<file path="src/rtl/riscv_memmisaligned_split.sv">
// Memory-side misalignment handler: single-beat word-contained accesses, two-beat
// split for word-crossing data accesses, and an error response for illegal ones.
package riscv_memmisaligned_split_pkg;
    typedef enum logic [2:0] {
        BYTE  = 3'b000,
        HWORD = 3'b001,
        WORD  = 3'b010,
        DWORD = 3'b011
    } biu_size_t;
endpackage

module riscv_memmisaligned_split
    import riscv_memmisaligned_split_pkg::*;
#(
    parameter int XLEN     = 32,
    parameter int HAS_RVC  = 0,
    parameter int SPLIT_EN = 1
) (
    input  logic              clk_i,
    input  logic              rst_ni,
    input  logic              req_i,
    input  logic              instruction_i,
    input  logic              we_i,
    input  logic [XLEN-1:0]   adr_i,
    input  biu_size_t         size_i,
    input  logic [XLEN-1:0]   d_i,
    output logic              ready_o,
    output logic              ack_o,
    output logic [XLEN-1:0]   q_o,
    output logic              misaligned_o,
    output logic              mem_req_o,
    output logic              mem_we_o,
    output logic [XLEN-1:0]   mem_adr_o,
    output logic [XLEN/8-1:0] mem_be_o,
    output logic [XLEN-1:0]   mem_d_o,
    input  logic              mem_ack_i,
    input  logic [XLEN-1:0]   mem_q_i
);
    localparam int N    = XLEN / 8;
    localparam int OFFW = $clog2(N);

    typedef enum logic [2:0] {
        IDLE,
        BEAT0,
        BEAT1,
        RESP,
        ERR
    } state_t;

    state_t state_q, state_d;

    logic              fetch_q;
    logic              split_q;
    logic [OFFW-1:0]   off_q;
    logic [3:0]        bytes_q;
    logic [N-1:0]      be1_q;
    logic [XLEN-1:0]   d1_q;
    logic [XLEN-1:0]   q0_q;
    logic [XLEN-1:0]   q1_q;
    logic              memReq_q;
    logic              memWe_q;
    logic [XLEN-1:0]   memAdr_q;
    logic [N-1:0]      memBe_q;
    logic [XLEN-1:0]   memD_q;

    logic              sizeKnown;
    logic [3:0]        reqBytes;
    logic [OFFW-1:0]   reqOff;
    logic [4:0]        endByte;
    logic              crosses;
    logic              fetchMis;
    logic              reqErr;
    logic              reqSplit;
    logic [2*N-1:0]    baseMask;
    logic [2*N-1:0]    shiftedMask;
    logic [2*XLEN-1:0] wideData;

    always_comb begin
        sizeKnown = 1'b1;
        reqBytes  = 4'd1;
        case (size_i)
            BYTE:    reqBytes = 4'd1;
            HWORD:   reqBytes = 4'd2;
            WORD:    reqBytes = 4'd4;
            DWORD:   reqBytes = 4'd8;
            default: sizeKnown = 1'b0;
        endcase
    end

    // Request classification; error wins over everything, fetches are never split.
    always_comb begin
        reqOff   = adr_i[OFFW-1:0];
        endByte  = {1'b0, reqBytes} + 5'(reqOff);
        crosses  = endByte > 5'(N);
        fetchMis = (HAS_RVC != 0) ? adr_i[0] : |adr_i[1:0];
        reqErr   = !sizeKnown || (reqBytes > 4'(N))
                   || (instruction_i && fetchMis)
                   || (!instruction_i && crosses && (SPLIT_EN == 0));
        reqSplit = !instruction_i && crosses;
    end

    always_comb begin
        baseMask = '0;
        for (int i = 0; i < 2 * N; i++) begin
            baseMask[i] = (i < int'(reqBytes));
        end
        shiftedMask = baseMask << reqOff;
        wideData    = {{XLEN{1'b0}}, d_i} << {reqOff, 3'b000};
    end

    always_comb begin
        state_d = state_q;
        case (state_q)
            IDLE: begin
                if (req_i) begin
                    state_d = reqErr ? ERR : BEAT0;
                end
            end
            BEAT0: begin
                if (mem_ack_i) begin
                    state_d = split_q ? BEAT1 : RESP;
                end
            end
            BEAT1: begin
                if (mem_ack_i) begin
                    state_d = RESP;
                end
            end
            RESP:    state_d = IDLE;
            ERR:     state_d = IDLE;
            default: state_d = IDLE;
        endcase
    end

    // Memory-side outputs are registered so they stay put while a beat is stalled.
    always_ff @(posedge clk_i) begin
        if (!rst_ni) begin
            state_q  <= IDLE;
            fetch_q  <= 1'b0;
            split_q  <= 1'b0;
            off_q    <= '0;
            bytes_q  <= '0;
            be1_q    <= '0;
            d1_q     <= '0;
            q0_q     <= '0;
            q1_q     <= '0;
            memReq_q <= 1'b0;
            memWe_q  <= 1'b0;
            memAdr_q <= '0;
            memBe_q  <= '0;
            memD_q   <= '0;
        end else begin
            state_q <= state_d;
            case (state_q)
                IDLE: begin
                    if (req_i) begin
                        fetch_q <= instruction_i;
                        split_q <= reqSplit;
                        off_q   <= reqOff;
                        bytes_q <= reqBytes;
                        be1_q   <= shiftedMask[2*N-1:N];
                        d1_q    <= wideData[2*XLEN-1:XLEN];
                        q1_q    <= '0;
                        if (!reqErr) begin
                            memReq_q <= 1'b1;
                            memWe_q  <= we_i && !instruction_i;
                            memAdr_q <= adr_i & ~XLEN'(N - 1);
                            memBe_q  <= instruction_i ? {N{1'b1}} : shiftedMask[N-1:0];
                            memD_q   <= wideData[XLEN-1:0];
                        end
                    end
                end
                BEAT0: begin
                    if (mem_ack_i) begin
                        q0_q <= mem_q_i;
                        if (split_q) begin
                            memAdr_q <= memAdr_q + XLEN'(N);
                            memBe_q  <= be1_q;
                            memD_q   <= d1_q;
                        end else begin
                            memReq_q <= 1'b0;
                        end
                    end
                end
                BEAT1: begin
                    if (mem_ack_i) begin
                        q1_q     <= mem_q_i;
                        memReq_q <= 1'b0;
                    end
                end
                default: ;
            endcase
        end
    end

    logic [2*XLEN-1:0] rdWide;
    logic [XLEN-1:0]   dataMask;
    logic [XLEN-1:0]   rdMerged;

    always_comb begin
        rdWide   = {q1_q, q0_q} >> {off_q, 3'b000};
        dataMask = '0;
        for (int i = 0; i < N; i++) begin
            dataMask[8*i +: 8] = {8{i < int'(bytes_q)}};
        end
        rdMerged = rdWide[XLEN-1:0] & dataMask;
    end

    assign ready_o      = (state_q == IDLE);
    assign ack_o        = (state_q == RESP) || (state_q == ERR);
    assign misaligned_o = (state_q == ERR);
    assign q_o          = (state_q == RESP) ? (fetch_q ? q0_q : rdMerged) : '0;
    assign mem_req_o    = memReq_q;
    assign mem_we_o     = memWe_q;
    assign mem_adr_o    = memAdr_q;
    assign mem_be_o     = memBe_q;
    assign mem_d_o      = memD_q;

endmodule

</file>
<file path="config.mk">
export PLATFORM = sky130hd
export DESIGN_NAME = riscv_memmisaligned_split
export DESIGN_NICKNAME = d
export VERILOG_FILES = /design/src/rtl/riscv_memmisaligned_split.sv
export SDC_FILE = /design/constraint.sdc
export NUM_CORES = 1
export LEC_CHECK = 0
export ABC_AREA = 0
export CAP_MARGIN = 20
export CORE_MARGIN = 1.5
export CORE_UTILIZATION = 51
export CTS_CLUSTER_DIAMETER = 50
export DETAILED_ROUTE_END_ITERATION = 16
export HOLD_SLACK_MARGIN = 0.03
export PLACE_DENSITY = 0.82
export SLEW_MARGIN = 20
export SYNTH_ARGS = -nofsm -noshare
export SYNTH_HDL_FRONTEND = slang
export SYNTH_SLANG_ARGS = --single-unit
</file>
<file path="constraint.sdc">
create_clock -name clk_i -period 3.2 [get_ports clk_i]
set_clock_uncertainty 0.1 [all_clocks]
set_input_delay 0.48 -clock clk_i [delete_from_list [all_inputs] [get_ports clk_i]]
set_output_delay 0.48 -clock clk_i [all_outputs]
set_load 0.02 [all_outputs]
</file>
==> impl_metrics.ini <==
[critical_path]
critPathLaunchType = flop
cp-end-kind = primary output
r2r_end = mem_be_o[0]$_SDFFE_PN0P_
ff2ff_setup_slack_ps = 750
arrival_ps = 2480
path_class = reg -> out
cp.required_ps = 2620
path_cells = nor3_1 > nor2_1 > o31a_1 > a22oi_1 > nor2_1 > clkdlybuf4s50_1
slowest_stage = clkdlybuf4s50_1
critPathMaxStageDelay_ps = 640
r2r_cells = 4
worstReg2RegStart = state_q[0]$_SDFFE_PN0P_
cp_common_cell = nor2_1
crit_fanout = 8

[route]
dr.pass1.iters = 5
dr_wl_met3_mm = 2.83
post_drt_wl_per_cell_um = 19.2
vias = 9393
met1_length_mm = 11.7
drcViolationCount = 0
avgViaCountPerCell = 6.30
wl_met2_mm = 13.3
ant_nets = 0
first_iter_violations = 1132
routed_wl_mm = 28.7
top_layer_used = met4

[layout]
diodes = 0
area_growth_pct = 32.2
fin_nets = 1363
fin_util_pct = 68.3
final_layout_size_suffix_gt1_share_pct = 11.1

[yosys]
async_flop_share_pct = 0
synth_seq_cells = 163
netlist_area_um2 = 8880
synth_top_area_share_pct = 36.7
ys_warn_count = 0
yosys.cell_count.top_type = nand2_1
synth.distinct_cells = 66
ys.flop_type = dfxtp_1
syn_inst = 1096
synth_common_cells = nand2_1 (194), dfxtp_1 (163), a21oi_1 (137)
synth_top_cell_by_area = dfxtp_1
synth_edf_count = 0
yosysSeqAreaShare_pct = 36.7
avgSynthCellArea_um2 = 8.10
synthTopCellsByArea = dfxtp_1 (37%), nand2_1 (8.2%), mux4_2 (8.1%)

[worst_hold_path]
min_to = d1_q[15]$_SDFFE_PN0P_
hp-start = d1_q[15]$_SDFFE_PN0P_
worstHoldPathCells = 2
hold_path_class = reg -> reg

[floorplanning]
die_height_um = 135
start_util_pct = 51.7
die_w_um = 135
ioPinCount = 210
coreArea_um2 = 17200
dieArea_um2 = 18200
row_count = 48

[grt]
grt_overflow = 0
grt_pass1_vias = 8672
grt_start_max_net_pins = 99
antenna_found_initial = 0
grt_pass1_wl_mm = 45.4
grt_usage_pct = 31.6

[power_and_ir_drop]
p_int_mw = 3.68
p_leak_nw = 3.82
switching_power_mw = 1.61
peakVddDrop_uv = 409
power_mw = 5.28
switching_share_pct = 30.4
p_per_area_nw_per_um2 = 450
combPwrFrac_pct = 18.9
pwr-share-seq_pct = 41.7
clkPwrFrac_pct = 39.4

[timing]
max_slew_margin_pct = 41.4
tns_ps = 0
grt_setup_unrepaired = no
period_needed_ps = 3060
fmax_mhz = 327
fin_crit_sh_pct = 95.6
finalMaxSlewViolations = 0
hold_violations = 0
setup_viol = 0
tightest_slew_ps = 879

[placed_design]
dp_hpwl_mm = 19.3
port_buffers = 207
gp_congestion = 0.891

[clocking]
cts_hold_buffers = 0
clock_sinks = 163
clk_pin_slew_ps = 70
cts_root_buf = clkbuf_16
worst_skew_pair.late_latency_ps = 430
cts_buffers = 17
htreeDepth = 4
cts-resized-gates = 0
post_cts_buffers = 0
cts_tree = yes
cts_buffer_depth = 2

[outcome]
status = finished, final reports clean

[flow_run]
maxCapViolations = 0
power by group through the flow:
| stage | registers (mW) | clock network [mW] | logic (mW) |
|---|---|---|---|
| after floorplan | 2.27 | 0 | 0.524 |
| after CTS | 2.20 | 2.11 | 0.990 |
| after global placement | 2.24 | 0 | 0.974 |
| after detailed placement | 2.25 | 0 | 0.983 |
| after global routing | 2.21 | 2.20 | 1.07 |
| final | 2.20 | 2.08 | 0.997 |
worst max path at each step:
stage	to	slack (ps)	cells after the start	startpoint
after CTS	q_o[25]	160	5	off_q[1]$_SDFFE_PN0P_
after global routing	q_o[19]	80	6	bytes_q[2]$_SDFFE_PN0P_
after floorplan	split_q$_SDFFE_PN0P_	740	9	size_i[0]
final	q_o[19]	140	6	bytes_q[2]$_SDFFE_PN0P_
after detailed placement	split_q$_SDFFE_PN0P_	370	9	size_i[0]
after global placement	split_q$_SDFFE_PN0P_	440	9	size_i[0]
registers in the layout, summed over array words and instances, names as in the netlist:
| register | flops |
|---|---|
| mem_d_o | 32 |
| q0_q | 32 |
| mem_adr_o | 30 |
| d1_q | 24 |
| q1_q | 24 |
| be1_q | 4 |
| bytes_q | 4 |
| mem_be_o | 4 |
| state_q | 3 |
| off_q | 2 |
| fetch_q | 1 |
| mem_req_o | 1 |
| mem_we_o | 1 |
| split_q | 1 |
final cells by class:
cell class	count	area, um2
fill	1457	5440
multi-input combinational	819	5170
timing repair buffer	245	2400
clock inverter	15	160
inverter	8	32.5
clock buffer	17	425
sequential	163	3260
tap	225	282
cells in the final DEF, fill, tap and decap left out, drive strengths merged, types with 9 or more instances in the layout:
master / instances
nor2: 89
and4: 9
mux2i: 9
buf: 39
mux4: 32
clkbuf: 17
dfxtp: 163
clkdlybuf4s50: 206
nand2: 194
nand3: 69
nor3: 38
o21ai: 20
a21oi: 137
a22oi: 35
mux2: 25
o211ai: 16
a211oi: 14
a311oi: 14
inv: 20
per-stage QoR:
stage	hold WS, ps	setup slack (ps)	instance area [um2]	std cells
2_1_floorplan	329	743	8890	1097
3_3_place_gp	335	442	11200	1460
3_5_place_dp	345	370	11200	1460
6_report	353	140	11700	1492
4_1_cts	352	158	11700	1492
5_1_grt	372	84.6	11700	1492
cells by family (layout without fill, tap and decap cells):
group                    after synthesis  after routing  share of synthesized area (%)
AO/OA/AOI/OAI                        303            303                           22.2
XOR/XNOR                               1              1                         0.0986
buffers and inverters                115            285                           5.40
multiplexers                          66             66                           12.3
adder cells (fa/ha/maj)                4              4                          0.648
flip-flops                           163            163                           36.7
other                                  1              2                         0.0422
AND/OR/NAND/NOR                      443            443                           22.6
worst max-delay path, delay by kind of cell (launching register included):
family          cells  cell delay, ps
flops               1             390
buf+inv             1             640
compound gates      2             630
simple gates        3             390
routing by layer:
metal | up-vias | GRT usage, %
li1 | 4349 | -
met1 | 4446 | 41.8
met2 | 516 | 49.8
met3 | 82 | 8.33
met4 | 0 | 11.6
met5 | - | 0
Note: power is estimated with default switching activity, not from simulation.
==> edit (same flow settings) <==
Reset style: asynchronous (`rst_ni`), changed in one clocked block.
--- a/src/rtl/riscv_memmisaligned_split.sv
+++ b/src/rtl/riscv_memmisaligned_split.sv
@@ -135,3 +135,3 @@
     // Memory-side outputs are registered so they stay put while a beat is stalled.
-    always_ff @(posedge clk_i) begin
+    always_ff @(posedge clk_i or negedge rst_ni) begin
         if (!rst_ni) begin
Function: differs if rst_ni is asserted again (counterexample within 4 cycles, from zero or initial values and one cycle with rst_ni low); with rst_ni held inactive, the same outputs for 4 cycles.
==> edit against the unedited design <==
  * Cell count is 8.2% lower
  * Area after synthesis increased by 3.2%
  * Sequential cell count did not move
  * Critical path depth shrank 1
  * Highest routed layer unchanged
  * Final area is 3.5% higher
  * Worst setup slack gained 0.0058 ns
  * Wire length is 2.7% lower
  * Non-clock buffer count decreased by 5
Power is not compared: it rests on default switching activity, and its combinational part moved more than twofold at a synthesized area within 25%.
==> edit: results <==
{
  "status": "completed",
  "grt_util_met3": 0.0704,
  "fillers": 1317,
  "drt_iter0_drc": 791,
  "synth_commonest_cells": "dfrtp_1, nand2_1, o21ai_0",
  "layout.nets": 1241,
  "grtUsageTotal": 0.303,
  "ys_async_sr_fraction": 1.00,
  "place_congestion": 0.876,
  "hold_path.class": "primary input to asynchronous set/reset pin",
  "met1_length_um": 10900,
  "met3WireLength_um": 2750,
  "setup_ws_ns": 0.146,
  "place_hpwl_um": 18500,
  "synth_area_per_cell_um2": 9.60,
  "routed_via_density": 6.31,
  "cpPeakStageDelay_ns": 0.57,
  "reg2reg_slack_ns": 0.51,
  "fin_cells": 1370,
  "pre_cts_ws_ns": 0.205,
  "synth_cell_types": 62,
  "grt_first_pass_wirelength_um": 43800,
  "synthTopCellsByArea": "dfrtp_1, mux4_2, nand2_1",
  "placed_area_mm2": 0.0115,
  "grt_pass1_vias": 8424,
  "register_area_mm2": 0.00408,
  "slew_headroom": 0.429,
  "drive_gt1_frac": 0.138,
  "grt_util_met1": 0.403,
  "yosysSeqAreaShare": 0.445,
  "grt_max_degree": 82
}
==> edit: changes by cell type in the layout (fill, tap and decap cells not counted), sizes merged, moves of 21 or more <==
cell	change
a21oi	-94
dfrtp	+163
dfxtp	-163
nand2	-51
nand3	-23
nor3	-21
o21ai	+63
==> edit: cell families (layout without fill, tap and decap cells) <==
| family | after synthesis | count (layout) | share of synthesized area |
|---|---|---|---|
| other | 1 | 2 | 0.000409 |
| adder cells (fa/ha/maj) | 4 | 4 | 0.00628 |
| AND/OR/NAND/NOR | 341 | 341 | 0.169 |
| flip-flops | 163 | 163 | 0.445 |
| buffers and inverters | 89 | 279 | 0.0408 |
| AO/OA/AOI/OAI | 254 | 254 | 0.178 |
| XOR/XNOR | 1 | 1 | 0.000956 |
| multiplexers | 101 | 101 | 0.160 |
==> edit: path summary, 6_finish.rpt <==
kind | from | to | cells past startpoint
min in group clk_i | q1_q[23]$_DFFE_PN0P_ | q1_q[23]$_DFFE_PN0P_ | 2
setup / recovery | off_q[0]$_DFFE_PN0P_ | q_o[23] | 5
hold reg to reg | q1_q[23]$_DFFE_PN0P_ | q1_q[23]$_DFFE_PN0P_ | 2
hold / removal | rst_ni | be1_q[0]$_DFFE_PN0P_ | 1
setup reg to reg | state_q[1]$_DFFE_PN0P_ | mem_d_o[25]$_DFFE_PN0P_ | 6
max in group asynchronous | rst_ni | mem_adr_o[24]$_DFFE_PN0P_ | 2
==> edit: repair_timing <==
item                                    CTS  global route
buffers inserted                          3             0
endpoints found under the hold margin     0             0
endpoints found under the setup margin    7             6
gates resized for setup                   1             2
==> edit: final cells by class <==
cell class	instances	share of cell area
clock inverters	15	0.0144
well taps	225	0.0232
inverters	7	0.00216
multi-input cells	703	0.391
clock buffers	17	0.0350
flip-flops and latches	163	0.336
repair buffers	240	0.198
